`config.mk`:
```
export PLATFORM = sky130hd
export DESIGN_NAME = spi_target
export DESIGN_NICKNAME = d
export VERILOG_FILES = /design/src/rtl/spi_target.sv
export SDC_FILE = /design/constraint.sdc
export NUM_CORES = 1
export LEC_CHECK = 0
export ABC_CLOCK_PERIOD_IN_PS = 1560
export CAP_MARGIN = 20
export CORE_ASPECT_RATIO = 1.25
export CORE_MARGIN = 3
export CORE_UTILIZATION = 45
export DETAILED_ROUTE_END_ITERATION = 12
export PLACE_DENSITY = 0.75
export SLEW_MARGIN = 25
export SYNTH_ARGS = -nofsm -noshare
export SYNTH_HDL_FRONTEND = slang
export SYNTH_SLANG_ARGS = --single-unit
```
`constraint.sdc`:
```
create_clock -name clk -period 1.56 [get_ports clk]
set_clock_uncertainty 0.2 [all_clocks]
set_input_delay 0.312 -clock clk [delete_from_list [all_inputs] [get_ports clk]]
set_output_delay 0.312 -clock clk [all_outputs]
set_load 0.03 [all_outputs]
```
`src/rtl/spi_target.sv`:
```
// SPI mode-0 target: oversampled sclk/mosi/_ss, MSB-first byte deserialiser and serialiser.
// Define SPI_TARGET_CRC_EN to compute CRC-16/CCITT over the received bitstream.
`timescale 1ns / 1ps

module spi_target #(
   parameter logic [7:0]  IDLE_BYTE   = 8'hFF,
   parameter int unsigned SYNC_STAGES = 2
) (
   input  logic        clk,
   input  logic        rst,
   input  logic        sclk_i,
   input  logic        mosi_i,
   input  logic        _ss_i,
   output logic        miso_o,
   output logic        miso_oe_o,
   output logic        frame_active_o,
   output logic [7:0]  rx_data_o,
   output logic        rx_valid_o,
   input  logic [7:0]  tx_data_i,
   input  logic        tx_load_i,
   output logic        tx_ready_o,
   output logic        tx_underrun_o,
   output logic        frame_abort_o,
   output logic [15:0] crc_out_o
);

   typedef enum logic [0:0] {StIdle, StShift} state_e;

   logic [SYNC_STAGES-1:0] sclk_sync_q, mosi_sync_q, ss_sync_q;
   logic                   sclk_prev_q, ss_prev_q;
   logic                   sclk_s, mosi_s, ss_s;
   logic                   sclk_rise, sclk_fall, ss_rise, ss_fall;
   logic                   start_frame, shift_in, load_byte;

   state_e      state_q, state_d;
   logic [2:0]  bit_cnt_q, bit_cnt_d;
   logic [6:0]  rx_shift_q, rx_shift_d;
   logic [7:0]  rx_data_q, rx_data_d;
   logic        rx_valid_q, rx_valid_d;
   logic [7:0]  tx_buf_q, tx_buf_d;
   logic        tx_ready_q, tx_ready_d;
   logic [7:0]  tx_shift_q, tx_shift_d;
   logic        tx_underrun_q, tx_underrun_d;
   logic        frame_abort_q, frame_abort_d;

   // _ss chain resets low so a select already held low at reset release cannot start a frame.
   always_ff @(posedge clk or posedge rst) begin
      if (rst) begin
         sclk_sync_q <= '0;
         mosi_sync_q <= '0;
         ss_sync_q   <= '0;
         sclk_prev_q <= 1'b0;
         ss_prev_q   <= 1'b0;
      end else begin
         sclk_sync_q <= {sclk_sync_q[SYNC_STAGES-2:0], sclk_i};
         mosi_sync_q <= {mosi_sync_q[SYNC_STAGES-2:0], mosi_i};
         ss_sync_q   <= {ss_sync_q[SYNC_STAGES-2:0], _ss_i};
         sclk_prev_q <= sclk_s;
         ss_prev_q   <= ss_s;
      end
   end

   assign sclk_s    = sclk_sync_q[SYNC_STAGES-1];
   assign mosi_s    = mosi_sync_q[SYNC_STAGES-1];
   assign ss_s      = ss_sync_q[SYNC_STAGES-1];
   assign sclk_rise = sclk_s & ~sclk_prev_q;
   assign sclk_fall = ~sclk_s & sclk_prev_q;
   assign ss_rise   = ss_s & ~ss_prev_q;
   assign ss_fall   = ~ss_s & ss_prev_q;

   assign start_frame = (state_q == StIdle) && ss_fall;
   assign shift_in    = (state_q == StShift) && !ss_rise && sclk_rise;

   always_comb begin
      state_d       = state_q;
      bit_cnt_d     = bit_cnt_q;
      rx_shift_d    = rx_shift_q;
      rx_data_d     = rx_data_q;
      rx_valid_d    = 1'b0;
      tx_buf_d      = tx_buf_q;
      tx_ready_d    = tx_ready_q;
      tx_shift_d    = tx_shift_q;
      tx_underrun_d = 1'b0;
      frame_abort_d = 1'b0;
      load_byte     = 1'b0;

      if (tx_load_i && tx_ready_q) begin
         tx_buf_d   = tx_data_i;
         tx_ready_d = 1'b0;
      end

      unique case (state_q)
         StIdle: begin
            if (start_frame) begin
               state_d   = StShift;
               bit_cnt_d = 3'd0;
               load_byte = 1'b1;
            end
         end
         StShift: begin
            if (ss_rise) begin
               state_d = StIdle;
               if (bit_cnt_q != 3'd0) begin
                  frame_abort_d = 1'b1;
                  bit_cnt_d     = 3'd0;
               end
            end else if (shift_in) begin
               rx_shift_d = {rx_shift_q[5:0], mosi_s};
               bit_cnt_d  = bit_cnt_q + 3'd1;
               if (bit_cnt_q == 3'd7) begin
                  rx_data_d  = {rx_shift_q, mosi_s};
                  rx_valid_d = 1'b1;
               end
            end else if (sclk_fall) begin
               if (bit_cnt_q == 3'd0) begin
                  load_byte = 1'b1;
               end else begin
                  tx_shift_d = {tx_shift_q[6:0], 1'b0};
               end
            end
         end
      endcase

      // Consumption looks only at the registered buffer, so a same-cycle tx_load stays pending.
      if (load_byte) begin
         if (!tx_ready_q) begin
            tx_shift_d = tx_buf_q;
            tx_ready_d = 1'b1;
         end else begin
            tx_shift_d    = IDLE_BYTE;
            tx_underrun_d = 1'b1;
         end
      end
   end

   always_ff @(posedge clk or posedge rst) begin
      if (rst) begin
         state_q       <= StIdle;
         bit_cnt_q     <= 3'd0;
         rx_shift_q    <= '0;
         rx_data_q     <= '0;
         rx_valid_q    <= 1'b0;
         tx_buf_q      <= '0;
         tx_ready_q    <= 1'b1;
         tx_shift_q    <= 8'hFF;
         tx_underrun_q <= 1'b0;
         frame_abort_q <= 1'b0;
      end else begin
         state_q       <= state_d;
         bit_cnt_q     <= bit_cnt_d;
         rx_shift_q    <= rx_shift_d;
         rx_data_q     <= rx_data_d;
         rx_valid_q    <= rx_valid_d;
         tx_buf_q      <= tx_buf_d;
         tx_ready_q    <= tx_ready_d;
         tx_shift_q    <= tx_shift_d;
         tx_underrun_q <= tx_underrun_d;
         frame_abort_q <= frame_abort_d;
      end
   end

`ifdef SPI_TARGET_CRC_EN
   logic [15:0] crc_q, crc_d;

   always_comb begin
      crc_d = crc_q;
      if (start_frame) begin
         crc_d = 16'hFFFF;
      end else if (shift_in) begin
         crc_d = {crc_q[14:0], 1'b0} ^ ((crc_q[15] ^ mosi_s) ? 16'h1021 : 16'h0000);
      end
   end

   always_ff @(posedge clk or posedge rst) begin
      if (rst) begin
         crc_q <= 16'hFFFF;
      end else begin
         crc_q <= crc_d;
      end
   end

   assign crc_out_o = crc_q;
`else
   assign crc_out_o = 16'hFFFF;
`endif

   assign miso_o         = tx_shift_q[7];
   assign miso_oe_o      = (state_q == StShift);
   assign frame_active_o = (state_q == StShift);
   assign rx_data_o      = rx_data_q;
   assign rx_valid_o     = rx_valid_q;
   assign tx_ready_o     = tx_ready_q;
   assign tx_underrun_o  = tx_underrun_q;
   assign frame_abort_o  = frame_abort_q;

endmodule

```
==> results.toml, run 1 <==
[cts]
insertion_delay_ps = 310
cts_tree = "built"
cts_hold_repair.buffers = 0
path_clk_slew_ps = 90
cts_root_buf = "clkbuf_8"
cts.sinks = 47
cts-buffers-inserted = 5
clk_path_buf_depth = 2
cts_htree_levels = 2

[power]
ir_drop_mv = 0.481
p_clk_share_pct = 25.5
p_int_mw = 2.50
cellLeakagePower_nw = 1.28
seq_power_share_pct = 49.1
powerDensity_nw_per_um2 = 1350
share_comb_of_total_power_pct = 25.3
p_switching_mw = 1.07
swShare_pct = 29.9
p_total_mw = 3.57

[timing]
slew_viol_final = 0
setup_viol = 18
holdWs_ps = 154
fin_crit_sh_pct = 105
fmax_mhz = 613
setup_slack_ps = -71.5
period_minus_slack_ps = 1630
hold_violations = 0
rsz0062_at_grt = "yes"

[drt]
num_vias = 1335
dr.pass1.iters = 4
via_per_inst = 4.80
wl_per_cell_um = 12.8
wirelength_mm = 3.57
drtIter0Drc = 95
ant_nets = 0
drc = 0

[global_route]
antenna_found_initial = 0
grt_pass1_vias = 1287
grt_max_degree = 48
grtUsageTotal_pct = 14.1
overflow = 0
grt_pass1_wl_mm = 5.78

[setup_path]
arrival_ps = 1630
critPathMaxFanout = 4
cpPeakStageDelay_ps = 390
criticalPathCategory = "register to register"
endpoint_kind = "register"
cp.required_ps = 1560
crit_path_cell_trace = "or2b_4, nor3b_4, nand2_2, mux2_2"
crit_path_start_kind = "register"
crit_path_top_delay_cell = "dfrtp_1"

[finish]
nets = 238
antennaDiodeCount = 0
syn2layout_area_growth_pct = 30.0
drive_gt1_share_pct = 43.2

[synth]
synthCells = 173
syn-cell-area_um2 = 2030
synth_seq_area_share_pct = 58.4
synth.avg_cell_area_um2 = 11.8
synth_seq_cells = 47
yosysWarnings = 0
ys_types = 30

[placement]
dp_hpwl_mm = 2.24
gp_congestion = 0.696
io_buffers = 28

[flow_run]
drv_cap = 0

[floorplan]
start_util_pct = 48.1
die_w_um = 66.1
boundaryPins = 45
fp-row-count = 26
design.core.area_um2 = 4230
die_h_um = 81.2
die_area_um2 = 5370

[outcome]
violations = "setup timing"
status = "finished with violations"

[worst_hold_path]
hp-class = "register to register"
## power groups by stage
stage	combinational [mW]	sequential (mW)	clock (mW)
6_report	0.905	1.76	0.912
4_1_cts	0.853	1.75	0.938
3_5_place_dp	0.742	1.79	0
2_1_floorplan	0.557	1.77	0
3_3_place_gp	0.723	1.78	0
5_1_grt	0.999	1.79	1.00
## Yosys cell counts, drive strengths merged
cell type	count	area [um^2]
o22ai	1	6.26
and4b	1	10.0
inv	6	22.5
a22o	2	17.5
nor2	9	33.8
ha	3	37.5
nor3b	1	18.8
dfstp	9	236
nor3	8	40.0
conb	1	3.75
nand2b	3	18.8
o31ai	7	52.6
a211oi	1	20.0
and2	1	6.26
buf	22	166
clkbuf	1	3.75
mux2	17	191
and4bb	1	12.5
or3b	1	8.76
or2b	1	8.76
o21ai	3	15.0
a31o	1	8.76
dfrtp	38	951
o221ai	1	8.76
nand2	34	135
## sequential cells by signal, summed over array words and instances, names as in the netlist
| register | flops |
|---|---|
| ss_prev_q | 1 |
| rx_shift_q | 7 |
| ss_sync_q | 2 |
| rx_valid_o | 1 |
| tx_ready_o | 1 |
| sclk_prev_q | 1 |
| mosi_sync_q | 2 |
| tx_buf_q | 8 |
| bit_cnt_q | 3 |
| tx_shift_q | 8 |
| tx_underrun_o | 1 |
| frame_active_o | 1 |
| sclk_sync_q | 2 |
| rx_data_o | 8 |
| frame_abort_o | 1 |
## critical path: cells and delay by family, from the launching register on
family	cells	cell delay, ps
flops	1	390
simple gates	3	660
mux	1	290
## worst paths after layout
kind / startpoint / end / slack [ps] / cells past startpoint
hold reg to reg: sclk_sync_q[0] / sclk_sync_q[1] / 150 / 0
max in group asynchronous: rst / tx_shift_q[2] / 680 / 3
setup / recovery: ss_sync_q[1] / rx_data_o[3] / -70 / 4
min in group asynchronous: rst / rx_data_o[7] / 200 / 3
hold / removal: sclk_sync_q[0] / sclk_sync_q[1] / 150 / 0
setup reg to reg: ss_sync_q[1] / rx_data_o[3] / -70 / 4
## logic make-up (layout without fill, tap and decap cells)
kind of cell	after synthesis	after routing	share of synthesized area, %
other	1	16	0.184
buffers and inverters	29	62	9.47
adders and majority gates	3	3	1.85
DFF	47	47	58.4
muxes	17	17	9.41
and+or+nand+nor	60	61	14.4
AOI/OAI and AO/OA	16	16	6.33
## per-layer routing
layer / track usage (%) / vias to the layer above / share of wire [%]
li1: - / 635 / -
met1: 17.5 / 659 / 41
met2: 23.0 / 34 / 52
met3: 3.87 / 7 / 5.2
met4: 6.10 / 0 / 1.6
met5: 0 / - / 0
## what timing repair did
| item | in CTS | in global routing |
|---|---|---|
| resized for setup | 34 | 19 |
| endpoints found under the setup margin | 38 | 35 |
| pin swaps | 3 | 3 |
| gates cloned | 0 | 1 |
| buffers inserted | 5 | 6 |
## layout make-up
type	count	area, um^2
Inverter	6	26.3
Sequential cell	47	1190
Multi-Input combinational cell	113	800
Clock inverter	3	47.5
Clock buffer	5	68.8
Fill cell	350	1590
Timing Repair Buffer	48	443
Tap cell	56	70.1
## cell usage in the layout (no fill, tap or decap), drive strengths merged
cell / count
a211oi: 1
a22o: 2
a31o: 1
and2: 1
and4b: 1
and4bb: 1
buf: 26
bufinv: 1
clkbuf: 8
clkdlybuf4s15: 6
clkdlybuf4s50: 13
clkinv: 1
clkinvlp: 1
conb: 16
dfrtp: 38
dfstp: 9
ha: 3
inv: 6
mux2: 17
nand2: 35
nand2b: 3
nor2: 9
nor3: 8
nor3b: 1
o21ai: 3
o221ai: 1
o22ai: 1
o31ai: 7
or2b: 1
or3b: 1
## stage by stage
stage | cells | setup TNS, ps | area, um^2 | util (%) | setup slack, ps
6_report | 278 | -869 | 2640 | 62.5 | -71.5
3_5_place_dp | 258 | -2390 | 2360 | 55.8 | -131
2_1_floorplan | 188 | -2410 | 2100 | - | -203
5_1_grt | 278 | -2120 | 2640 | 62.5 | -125
3_3_place_gp | 258 | -1460 | 2360 | 55.8 | -82.2
4_1_cts | 271 | -888 | 2570 | 60.7 | -84.3
No activity file was read; power rests on OpenSTA's default activity.
==> run 2: changes to the inputs <==
- REMOVE_ABC_BUFFERS: unset -> 1
==> run 2 against run 1 <==
  * The run still ends with setup timing left
  * Cell count decreased by 1.8%
  * First-iteration DRC count decreased by 51%
  * Flip-flop and latch count unchanged
  * Routed wire length decreased by 9.1%
  * Fmax decreased by 0.98%
  * Cell area decreased by 3.0%
  * Hold slack got worse by 3.0 ps
==> results.toml, run 2 (synthesized netlist as in run 1, its figures left out) <==
[floorplan]
die_w_um = 66.1
boundaryPins = 45
die_area_um2 = 5370
design.core.area_um2 = 4230
start_util_pct = 48.1
fp-row-count = 26
die_h_um = 81.2

[cts]
cts_tree = "built"
clk_path_buf_depth = 2
cts-buffers-inserted = 5
path_clk_slew_ps = 80
cts_htree_levels = 2
cts_hold_repair.buffers = 0
cts.sinks = 47
cts_root_buf = "clkbuf_8"
insertion_delay_ps = 300

[global_route]
grt_max_degree = 48
overflow = 0
antenna_found_initial = 0
grtUsageTotal_pct = 13.8
grt_pass1_wl_mm = 5.63
grt_pass1_vias = 1309

[finish]
fin_util_pct = 60.7
fillers = 365
antennaDiodeCount = 0
layout_commonest_cell = "dfrtp_1"
drive_gt1_share_pct = 39.6
nets = 234
most-common-layout-cells = "37 x dfrtp_1, 27 x nand2_1, 16 x conb_1"
syn2layout_area_growth_pct = 26.1

[power]
share_comb_of_total_power_pct = 26.3
p_switching_mw = 1.00
p_int_mw = 2.32
ir_drop_mv = 0.911
swShare_pct = 30.2
p_clk_share_pct = 20.6
seq_power_share_pct = 53.1
cellLeakagePower_nw = 1.25
powerDensity_nw_per_um2 = 1290

[timing]
rsz0062_at_grt = "yes"
setup_slack_ps = -87.7
hold_violations = 0
slew_viol_final = 0
fmax_mhz = 607
period_minus_slack_ps = 1650
setup_viol = 19
fin_crit_sh_pct = 106

[drt]
highest_layer = "met4"
drtIter0Drc = 47
route.met2.wl_mm = 1.68
dr.pass1.iters = 4
via_per_inst = 4.80
wirelength_mm = 3.24
num_vias = 1310
met3_length_um = 155
drc = 0
wl_met1_mm = 1.35
ant_nets = 0
wl_per_cell_um = 11.9

[worst_hold_path]
hp-class = "primary input to async pin"

[setup_path]
cp-endpoint = "rx_data_o[7]"
worst-r2r-setup-slack_ps = -90
crit_path_start_kind = "register"
arrival_ps = 1640
critPathMaxFanout = 4
rr_worst_depth = 4
worst_setup_path_startpoint = "ss_sync_q[1]"
reg2reg_to = "rx_data_o[7]"
cp.required_ps = 1550
criticalPathCategory = "register to register"
endpoint_kind = "register"
r2r-start = "ss_sync_q[1]"

[placement]
io_buffers = 28
gp_congestion = 0.767
post-place-ws_ps = -159
dp_hpwl_mm = 2.24

[outcome]
status = "finished with violations"
violations = "setup timing"

[flow_run]
drv_cap = 0
[run 2: timing repair]
item,CTS,global route
hold endpoints to repair,0,0
setup buffers,5,2
endpoints found under the setup margin,39,42
gates cloned,1,0
pin swaps,4,8
resized for setup,29,30
[run 2: layout make-up]
cell class	instances	area [um^2]	area share, %
flip-flops and latches	47	1190	46.3
multi-input cells	113	802	31.3
repair buffers	44	402	15.7
clock buffers	6	72.6	2.83
well taps	56	70.1	2.73
inverters	6	22.5	0.878
clock inverters	1	7.51	0.293
[run 2: worst max-delay path, stage by stage (launching register included)]
cell and delay [ps]:
dfrtp_1 390, or2b_4 210, nor3b_4 290, nand2_2 150, mux2_4 310
[run 2: worst min-delay path by stage]
stage,startpoint,endpoint,slack (ps),cells past startpoint
after global routing,rst,tx_buf_q[6],160,3
final,rst,rx_shift_q[5],150,3
after global placement,sclk_sync_q[0],sclk_sync_q[1],130,0
after floorplan,mosi_sync_q[0],mosi_sync_q[1],130,0
after CTS,sclk_sync_q[0],sclk_sync_q[1],150,0
after detailed placement,sclk_sync_q[0],sclk_sync_q[1],140,0
[run 2: routing by layer]
layer	vias up	track usage (%)
met5	-	0
met4	0	6.30
met3	6	4.01
met2	30	23.8
met1	644	15.4
li1	630	-
[run 2: stage by stage]
stage	power [mW]	hold WS [ps]	setup TNS, ps	cell area, um^2	cells
floorplan	2.27	131	-13570	1920	165
global placement	2.49	132	-1730	2360	259
detailed placement	2.54	136	-2190	2360	259
CTS	3.28	154	-978	2520	272
global route	3.55	161	-2250	2560	273
finish	3.32	151	-782	2560	273
[run 2: power groups by stage]
stage / clock [mW] / sequential (mW) / combinational [mW]
after floorplan: 0 / 1.79 / 0.473
after global placement: 0 / 1.76 / 0.735
after detailed placement: 0 / 1.77 / 0.763
after CTS: 0.714 / 1.75 / 0.814
after global routing: 0.775 / 1.81 / 0.965
final: 0.684 / 1.76 / 0.872
==> run 3: changes to the inputs <==
- CORE_MARGIN: 3 -> 10
==> run 3 against run 2 <==
  * The run still ends with setup timing left
  * Fmax increased by 0.85%
  * Setup slack improved by 14 ps
  * Clock-buffer cell count increased by 1
  * Global-route usage decreased by 3.6 points
  * Die area increased by 42%
  * Critical path type unchanged
  * Critical endpoint is now rx_data_o[5]
  * Highest routed layer unchanged
==> results.toml, run 3 (synthesized netlist as in run 1, its figures left out) <==
[outcome]
status = "finished with violations"
violations = "setup timing"

[cts]
insertion_delay_ps = 300
cts_htree_levels = 2
path_clk_slew_ps = 90
cts_tree = "built"
cts.sinks = 47
cts-buffers-inserted = 5
cts_hold_repair.buffers = 0
clk_path_buf_depth = 2
cts_root_buf = "clkbuf_8"

[floorplan]
die_area_um2 = 7630
start_util_pct = 46.3
boundaryPins = 45
die_w_um = 80.1
fp-row-count = 27
die_h_um = 95.2
design.core.area_um2 = 4390

[global_route]
grt_max_degree = 48
grtUsageTotal_pct = 10.2
grt_pass1_wl_mm = 6.26
antenna_found_initial = 0
grt_pass1_vias = 1400
overflow = 0

[placement]
dp.cells = 265
io_buffers = 28
post-place-ws_ps = -106
gp_congestion = 0.784
dp_hpwl_mm = 2.56

[finish]
drive_gt1_share_pct = 37.8
multi_input_comb_area_um2 = 795
most-common-layout-cells = "37 x dfrtp_1, 32 x nand2_1, 24 x buf_4"
nets = 238
syn2layout_area_growth_pct = 28.4
instances_no_fill = 280
ff_latch_area_um2 = 1190
antennaDiodeCount = 0
layout_commonest_cell = "dfrtp_1"
fillers = 374

[setup_path]
critPathMaxFanout = 5
cp.required_ps = 1540
crit_path_start_kind = "register"
arrival_ps = 1610
criticalPathCategory = "register to register"
endpoint_kind = "register"

[timing]
slew_viol_final = 0
fin_crit_sh_pct = 105
rsz0062_at_grt = "yes"
hold_violations = 0
fmax_mhz = 612
setup_slack_ps = -73.8
setup_viol = 19
period_minus_slack_ps = 1630
fin_tns_setup_ps = -684

[drt]
dr.pass1.iters = 4
drc = 0
wirelength_mm = 3.74
drtIter0Drc = 50
num_vias = 1308
ant_nets = 0
wl_per_cell_um = 13.4
via_per_inst = 4.67

[power]
powerDensity_nw_per_um2 = 1330
ir_drop_mv = 0.924
cellLeakagePower_nw = 1.29

[worst_hold_path]
hp-class = "primary input to async pin"

[flow_run]
drv_cap = 0
run 3: changes by cell type in the layout (fill, tap and decap cells not counted), sizes merged:
cell | before | now
clkdlybuf4s15 | 4 | 0
bufinv | 0 | 1
clkbuf | 12 | 11
buf | 21 | 31
clkinvlp | 1 | 0
run 3: repair_timing:
| action | in CTS | in global routing |
|---|---|---|
| gates resized for setup | 21 | 16 |
| setup endpoints to repair | 34 | 32 |
| buffers inserted | 4 | 3 |
| gates cloned | 1 | 0 |
| pin swaps | 5 | 2 |
run 3: layout make-up:
| cell class | instances | share of cell area (%) |
|---|---|---|
| Clock inverter | 1 | 1.15 |
| Sequential cell | 47 | 45.5 |
| Timing Repair Buffer | 48 | 16.3 |
| Tap cell | 58 | 2.78 |
| Clock buffer | 7 | 2.92 |
| Inverter | 6 | 0.862 |
| Multi-Input combinational cell | 113 | 30.4 |
run 3: metrics by stage:
| stage | cell area [um^2] | total power, mW | hold slack, ps | util, % |
|---|---|---|---|---|
| CTS | 2560 | 3.46 | 154 | 58.3 |
| finish | 2610 | 3.47 | 146 | 59.5 |
| global placement | 2380 | 2.51 | 135 | 54.1 |
| global route | 2610 | 3.71 | 162 | 59.5 |
| floorplan | 1920 | 2.27 | 131 | - |
| detailed placement | 2380 | 2.55 | 136 | 54.1 |
run 3: report_power, final:
part | total, mW | switching, mW | internal [mW]
sequential | 1.76 | 0.177 | 1.58
combinational | 0.855 | 0.437 | 0.418
clock | 0.860 | 0.381 | 0.480
run 3: worst paths after layout:
check                        startpoint      endpoint  slack (ps)  depth (start not counted)
min                                 rst  rx_data_o[2]         150                          3
max                        ss_sync_q[1]  rx_data_o[5]         -70                          4
min in group clk           ss_sync_q[0]  ss_sync_q[1]         150                          0
min reg2reg                ss_sync_q[0]  ss_sync_q[1]         150                          0
max in group asynchronous           rst    tx_ready_o         730                          3
max reg2reg                ss_sync_q[1]  rx_data_o[5]         -70                          4
run 3: critical path: stages (launching register included):
cell     delay (ps)
dfrtp_1         380
or2b_4          210
nor3b_4         330
nand2_4         120
mux2_2          280
run 3: metal layers:
| metal | track usage [%] | routed length [um] |
|---|---|---|
| met5 | 0 | 0 |
| met4 | 3.97 | 30 |
| met3 | 4.14 | 219 |
| met2 | 17.0 | 2020 |
| met1 | 11.3 | 1470 |
